$ cat config.mk
export PLATFORM = sky130hd
export DESIGN_NAME = fp_accumulator
export DESIGN_NICKNAME = d
export VERILOG_FILES = /design/src/rtl/fp_acc_pkg.sv /design/src/rtl/add_sub.sv /design/src/rtl/fp_accumulator.sv
export SDC_FILE = /design/constraint.sdc
export NUM_CORES = 1
export LEC_CHECK = 0
export ABC_CLOCK_PERIOD_IN_PS = 39300
export BUFFER_PORTS_ARGS = -buffer_cell sky130_fd_sc_hd__buf_2
export CORE_ASPECT_RATIO = 0.5
export CORE_MARGIN = 8
export CORE_UTILIZATION = 30
export CTS_CLUSTER_DIAMETER = 120
export DETAILED_ROUTE_END_ITERATION = 16
export GPL_TIMING_DRIVEN = 0
export PLACE_DENSITY = 0.54
export SYNTH_ARGS = -nofsm -noshare
export SYNTH_HDL_FRONTEND = slang
export SYNTH_SLANG_ARGS = --single-unit
$ cat constraint.sdc
create_clock -name clk -period 39.3 [get_ports clk]
set_clock_uncertainty 0.2 [all_clocks]
set_input_delay 7.86 -clock clk [delete_from_list [all_inputs] [get_ports clk]]
set_output_delay 7.86 -clock clk [all_outputs]
set_load 0.01 [all_outputs]
$ cat src/rtl/fp_acc_pkg.sv
// Shared types and constants for the FP32 accumulator and its add_sub datapath.
package fp_acc_pkg;

   localparam int unsigned FP32_W = 32;
   localparam int unsigned EXC_W  = 5;

   localparam logic [FP32_W-1:0] FP32_POS_ZERO = 32'h0000_0000;
   localparam logic [FP32_W-1:0] FP32_QNAN     = 32'h7fc0_0000;

   localparam logic [2:0] RM_RNE = 3'b000;
   localparam logic [2:0] RM_RTZ = 3'b001;
   localparam logic [2:0] RM_RDN = 3'b010;
   localparam logic [2:0] RM_RUP = 3'b011;
   localparam logic [2:0] RM_RMM = 3'b100;

   typedef enum logic {ACCUM, DONE} state_t;

endpackage

$ cat src/rtl/add_sub.sv
// Combinational FP32 adder/subtractor: z = x +/- y with selectable rounding.
// exceptions = {invalid, div_by_zero(always 0), overflow, underflow, inexact}.
module add_sub
   import fp_acc_pkg::*;
(
   input  logic [FP32_W-1:0] in_x,
   input  logic [FP32_W-1:0] in_y,
   input  logic              operation,
   input  logic [2:0]        round_mode,
   output logic [FP32_W-1:0] out_z,
   output logic [EXC_W-1:0]  exceptions
);

   localparam int unsigned SW = 28;

   logic          sx, sy, sa, sb, eff_sub, swap;
   logic [7:0]    ex, ey, ea_raw, eb_raw, ea, eb, d, lim, sh;
   logic [22:0]   fx, fy, fa, fb;
   logic          x_nan, y_nan, x_inf, y_inf, x_snan, y_snan;
   logic [SW-1:0] ma, mb, mb_sh, mb_al, sum;
   logic [4:0]    d_c, lz;
   logic          mb_st;
   logic [26:0]   norm;
   logic [8:0]    e_n, field;
   logic          g, rs, lsb, nx, round_up, ovf, to_inf;
   logic [31:0]   rnd;

   assign sx = in_x[31];
   assign ex = in_x[30:23];
   assign fx = in_x[22:0];
   assign sy = in_y[31] ^ operation;
   assign ey = in_y[30:23];
   assign fy = in_y[22:0];

   assign x_nan  = (ex == 8'hff) && (fx != 23'd0);
   assign y_nan  = (ey == 8'hff) && (fy != 23'd0);
   assign x_inf  = (ex == 8'hff) && (fx == 23'd0);
   assign y_inf  = (ey == 8'hff) && (fy == 23'd0);
   assign x_snan = x_nan && !fx[22];
   assign y_snan = y_nan && !fy[22];

   // Order operands so that |a| >= |b|; the result takes the sign of a.
   assign swap   = {ey, fy} > {ex, fx};
   assign sa     = swap ? sy : sx;
   assign sb     = swap ? sx : sy;
   assign ea_raw = swap ? ey : ex;
   assign eb_raw = swap ? ex : ey;
   assign fa     = swap ? fy : fx;
   assign fb     = swap ? fx : fy;
   assign ea     = (ea_raw == 8'd0) ? 8'd1 : ea_raw;
   assign eb     = (eb_raw == 8'd0) ? 8'd1 : eb_raw;
   assign eff_sub = sa ^ sb;

   assign ma = {1'b0, ea_raw != 8'd0, fa, 3'b000};
   assign mb = {1'b0, eb_raw != 8'd0, fb, 3'b000};

   // Align b with guard/round/sticky retained in the low three bits.
   assign d     = ea - eb;
   assign d_c   = (d > 8'd28) ? 5'd28 : d[4:0];
   assign mb_sh = mb >> d_c;
   assign mb_st = |(mb & ((SW'(1) << d_c) - SW'(1)));
   assign mb_al = mb_sh | {27'd0, mb_st};
   assign sum   = eff_sub ? (ma - mb_al) : (ma + mb_al);

   always_comb begin
      lz = 5'd27;
      for (int i = 0; i < 27; i++) begin
         if (sum[i]) lz = 5'(26 - i);
      end
   end

   // Normalise, never shifting below the minimum exponent (gradual underflow).
   assign lim = ea - 8'd1;
   assign sh  = (8'(lz) > lim) ? lim : 8'(lz);

   always_comb begin
      if (sum[27]) begin
         norm = {sum[27:2], |sum[1:0]};
         e_n  = 9'(ea) + 9'd1;
      end else begin
         norm = sum[26:0] << sh;
         e_n  = 9'(ea - sh);
      end
   end

   assign field = norm[26] ? e_n : 9'd0;
   assign g     = norm[2];
   assign rs    = |norm[1:0];
   assign lsb   = norm[3];
   assign nx    = |norm[2:0];

   always_comb begin
      case (round_mode)
         RM_RTZ:  round_up = 1'b0;
         RM_RDN:  round_up = sa & nx;
         RM_RUP:  round_up = !sa & nx;
         RM_RMM:  round_up = g;
         default: round_up = g & (rs | lsb);
      endcase
   end

   // Mantissa carry ripples into the exponent field, covering subnormal->normal too.
   assign rnd    = {field, norm[25:3]} + {31'd0, round_up};
   assign ovf    = rnd[31:23] >= 9'd255;
   assign to_inf = (round_mode == RM_RTZ) ? 1'b0 :
                   (round_mode == RM_RDN) ? sa :
                   (round_mode == RM_RUP) ? !sa : 1'b1;

   always_comb begin
      out_z      = {sa, rnd[30:0]};
      exceptions = {1'b0, 1'b0, 1'b0, (field == 9'd0) && nx, nx};
      if (x_nan || y_nan) begin
         out_z      = FP32_QNAN;
         exceptions = {x_snan || y_snan, 4'b0000};
      end else if (x_inf && y_inf && (sx != sy)) begin
         out_z      = FP32_QNAN;
         exceptions = 5'b10000;
      end else if (x_inf || y_inf) begin
         out_z      = {x_inf ? sx : sy, 8'hff, 23'd0};
         exceptions = '0;
      end else if (sum == '0) begin
         out_z      = {eff_sub ? (round_mode == RM_RDN) : sa, 31'd0};
         exceptions = '0;
      end else if (ovf) begin
         out_z      = to_inf ? {sa, 8'hff, 23'd0} : {sa, 8'hfe, 23'h7fffff};
         exceptions = 5'b00101;
      end
   end

endmodule

$ cat src/rtl/fp_accumulator.sv
// Streaming FP32 reduction: folds each accepted beat into a running sum and
// presents sum, sticky exceptions and beat count once the last beat is taken.
module fp_accumulator
   import fp_acc_pkg::*;
#(
   parameter int unsigned CNT_W = 16
) (
   input  logic              clk,
   input  logic              rst,
   input  logic              clear,
   input  logic              in_valid,
   output logic              in_ready,
   input  logic [FP32_W-1:0] in_data,
   input  logic              in_sub,
   input  logic              in_last,
   input  logic [2:0]        round_mode,
   output logic              out_valid,
   input  logic              out_ready,
   output logic [FP32_W-1:0] out_sum,
   output logic [EXC_W-1:0]  out_exc,
   output logic [CNT_W-1:0]  out_count,
   output logic              out_cnt_sat
);

   localparam logic [CNT_W-1:0] CNT_MAX = '1;

   state_t              state;
   logic [FP32_W-1:0]   acc, add_z;
   logic [EXC_W-1:0]    exc, add_exc;
   logic [CNT_W-1:0]    count;
   logic                sat;
   logic                accept;

   add_sub u_add_sub (
      .in_x       (acc),
      .in_y       (in_data),
      .operation  (in_sub),
      .round_mode (round_mode),
      .out_z      (add_z),
      .exceptions (add_exc)
   );

   // in_ready depends only on state, clear and rst -- never on out_ready.
   assign in_ready    = (state == ACCUM) && !clear && !rst;
   assign accept      = in_valid && in_ready;
   assign out_valid   = (state == DONE);
   assign out_sum     = acc;
   assign out_exc     = exc;
   assign out_count   = count;
   assign out_cnt_sat = sat;

   always_ff @(posedge clk or posedge rst) begin
      if (rst) begin
         state <= ACCUM;
         acc   <= FP32_POS_ZERO;
         exc   <= '0;
         count <= '0;
         sat   <= 1'b0;
      end else if (clear) begin
         state <= ACCUM;
         acc   <= FP32_POS_ZERO;
         exc   <= '0;
         count <= '0;
         sat   <= 1'b0;
      end else begin
         case (state)
            ACCUM: begin
               if (accept) begin
                  acc <= add_z;
                  exc <= exc | add_exc;
                  if (count == CNT_MAX) sat <= 1'b1;
                  else                  count <= count + CNT_W'(1);
                  if (in_last) state <= DONE;
               end
            end
            DONE: begin
               if (out_ready) begin
                  state <= ACCUM;
                  acc   <= FP32_POS_ZERO;
                  exc   <= '0;
                  count <= '0;
                  sat   <= 1'b0;
               end
            end
         endcase
      end
   end

endmodule

==> run summary <==
Placeable Area = 51700 um2
post-cts sizing count = 0
slowest cell on the critical path = nor4_1
Post-Route WL = 78.5 mm
dpl hpwl = 63.2 mm
CP most frequent cell = clkbuf_1
top cells by count, synth = 266 x nand2_1, 247 x nor2_1, 168 x a21oi_1
Via density = 6.38
TritonCTS clock tree = built
Fill cells = 5720
most area-consuming cells after synthesis = dfrtp_1 8.7%, ha_1 8.2%, nand2_1 6.4%
layout overhead on the synthesized area = 10.1%
DR vias = 19700
critical path class = input port to register
most common flop cell mapped by yosys = dfrtp_1
Top delay family on crit path = compound AO/OA/AOI/OAI gates
die height = 177 um
Worst Hold Class = register to register
share of cells above drive strength 1 = 11.7%
Final ANT Viol Nets = 0
largest net degree at the start of global routing = 30
first-pass GRT wire length = 116 mm
mux share of post-synthesis cell area = 3.77%
die area = 59900 um2
initial antenna violation count = 0
WP buf/inv = 17
num rows = 59
crit end category = register
XOR/XNOR share of the synthesized area = 4.20%
arrival time at the worst endpoint = 31.24 ns
fin crit period = 31.25 ns
Tcrit/Tclk final = 79.5%
TritonCTS Buffers = 5
post-layout utilization of the core = 33.2%
DRC marker count from the first detailed-route iteration = 2532
syn_area_per_cell = 6.83 um2
Mapped Area = 15600 um2
WL/cell = 25.4 um
dpl ws = 8.37 ns
Post-route DRC = 0
sequential element share of the synthesized area = 8.67%
Synth cell types = 131
Synth Warn # = 0
synthesized flop and latch total = 54
Worst Path Required = 39.29 ns
crit-path max cell delay = 0.73 ns
CTS Sinks = 54
top-area cell type share of the netlist area = 8.67%
Max Buffers Root-to-Sink = 2
largest family of logic cells by synthesized area = compound AO/OA/AOI/OAI gates
Synth Net Count = 2428
Final setup viols = 0
worst rel slew slack = 4.99%
Compound-Gate Fraction of Synth Area = 37.5%
Die W = 338 um
CP Max Fanout = 10
result of the run = finished clean
Post-CTS Setup Inserts = 0
Syn Inst Count = 2281
Ports = 98
Peak Freq = 0.0320 GHz
most frequent cell after synthesis = nand2_1
hold_buf cts = 0
Critical Path Source Type = input port
EDFF count, synth = 0
Setup TNS = 0 ns
GPL Wtd Cong = 1.03
final worst setup slack = 8.05 ns
Worst-path clk slew = 0.07 ns
root buf cell = clkbuf_16
Port Buf Inserts = 96
DRT Pass-1 Iters = 6
CTS H-tree lvls = 2
grt total ovfl = 0
total track usage = 24.4%
post-route insts no fill = 3089
unrepaired setup endpoints after global routing = false
Adder-Cell Fraction of Synth Area = 8.77%
vias in the first global route = 17800
fin. max-slew vios = 0
fin nets = 2533
simple-gate share of the synthesized area = 30.2%
Slew @ Worst Pin = 1.41 ns
worst skew pair latency = 0.29 ns
max cap viols = 0
Starting Density = 30.2%
dpl cells = 3080
Yosys top cell by area = dfrtp_1
Synth async-reset ratio = 100%
final hold violations = 0
-- kinds of logic (layout without fill, tap and decap cells) --
family / after synthesis / after routing
AOI/OAI and AO/OA: 797 / 797
adders and majority gates: 108 / 108
xor gates and xnor gates: 73 / 73
muxes: 53 / 53
other: 1 / 2
buffers and inverters: 250 / 356
DFF: 54 / 54
and+or+nand+nor: 945 / 945
-- stage by stage --
stage	instance area (um2)	hold WS, ns
after global placement	16900	0.276
after detailed placement	17000	0.279
after global routing	17200	0.344
final	17200	0.292
after CTS	17100	0.295
after floorplan	15600	0.329
-- worst paths after layout --
path	from	to	slack [ns]	cells past startpoint
hold reg to reg	out_cnt_sat$_DFFE_PP0P_	out_cnt_sat$_DFFE_PP0P_	0.29	2
max in group asynchronous	rst	out_exc[2]$_DFFE_PP0P_	30.90	3
hold / removal	out_cnt_sat$_DFFE_PP0P_	out_cnt_sat$_DFFE_PP0P_	0.29	2
min in group asynchronous	rst	out_sum[8]$_DFFE_PP0P_	7.44	2
setup / recovery	in_data[27]	out_sum[1]$_DFFE_PP0P_	8.05	88
setup reg to reg	out_sum[26]$_DFFE_PP0P_	out_sum[1]$_DFFE_PP0P_	15.03	88
-- layout make-up --
cell class	instances	area, um2	area share, %
Clock buffer	6	139	0.810
Sequential cell	54	1350	7.88
Timing Repair Buffer	98	508	2.96
Tap cell	701	877	5.11
Inverter	112	420	2.45
Clock inverter	2	38.8	0.226
Buffer	138	654	3.81
Multi-Input combinational cell	1977	13200	76.7
Antenna cell	1	2.50	0.0146
-- layout by cell type (no fill, tap or decap), types with 11 or more instances in the layout --
master and count:
clkbuf_1 89, or2_2 11, nand4_1 42, o21ai_0 123
o21ai_1 14, o211a_1 12, a31oi_1 36, a32o_1 24
xnor2_1 47, and3_1 25, nor2b_1 12, o211ai_1 64
ha_1 102, nand3_1 87, nor3_1 73, mux2i_1 43
a21oi_1 168, dfrtp_1 54, a22oi_1 16, nor4_1 35
a211oi_1 28, inv_1 102, o22ai_1 23, nor2_1 247
and4_1 12, a2111oi_0 12, a21o_1 35, or3_1 22
nand2b_1 17, nand2_1 266, o2111ai_1 19, o31ai_1 15
and2_1 25, xor2_1 23, buf_2 123
-- tightest hold or removal path, cell delays in order, from the launching register on --
cell and delay (ns):
dfrtp_1 0.34, a21oi_1 0.04, nor2_1 0.07
-- layer usage --
metal / part of all wire [%] / vias to the layer above / track usage [%] / wire length, um
met5: 0 / - / 0 / 0
met4: 4.3 / 0 / 9.32 / 3380
met3: 9.3 / 190 / 3.94 / 7310
met2: 41 / 1102 / 36.2 / 32300
met1: 45 / 9518 / 35.1 / 35500
li1: - / 8887 / - / -
-- state kept, by name, summed over array words and instances (netlist names) --
name,cells
out_sum,32
out_cnt_sat,1
out_count,16
out_exc,4
out_valid,1
Power is not shown: default switching activity piles up to over one toggle a cycle in this logic, so the estimate is an artifact.
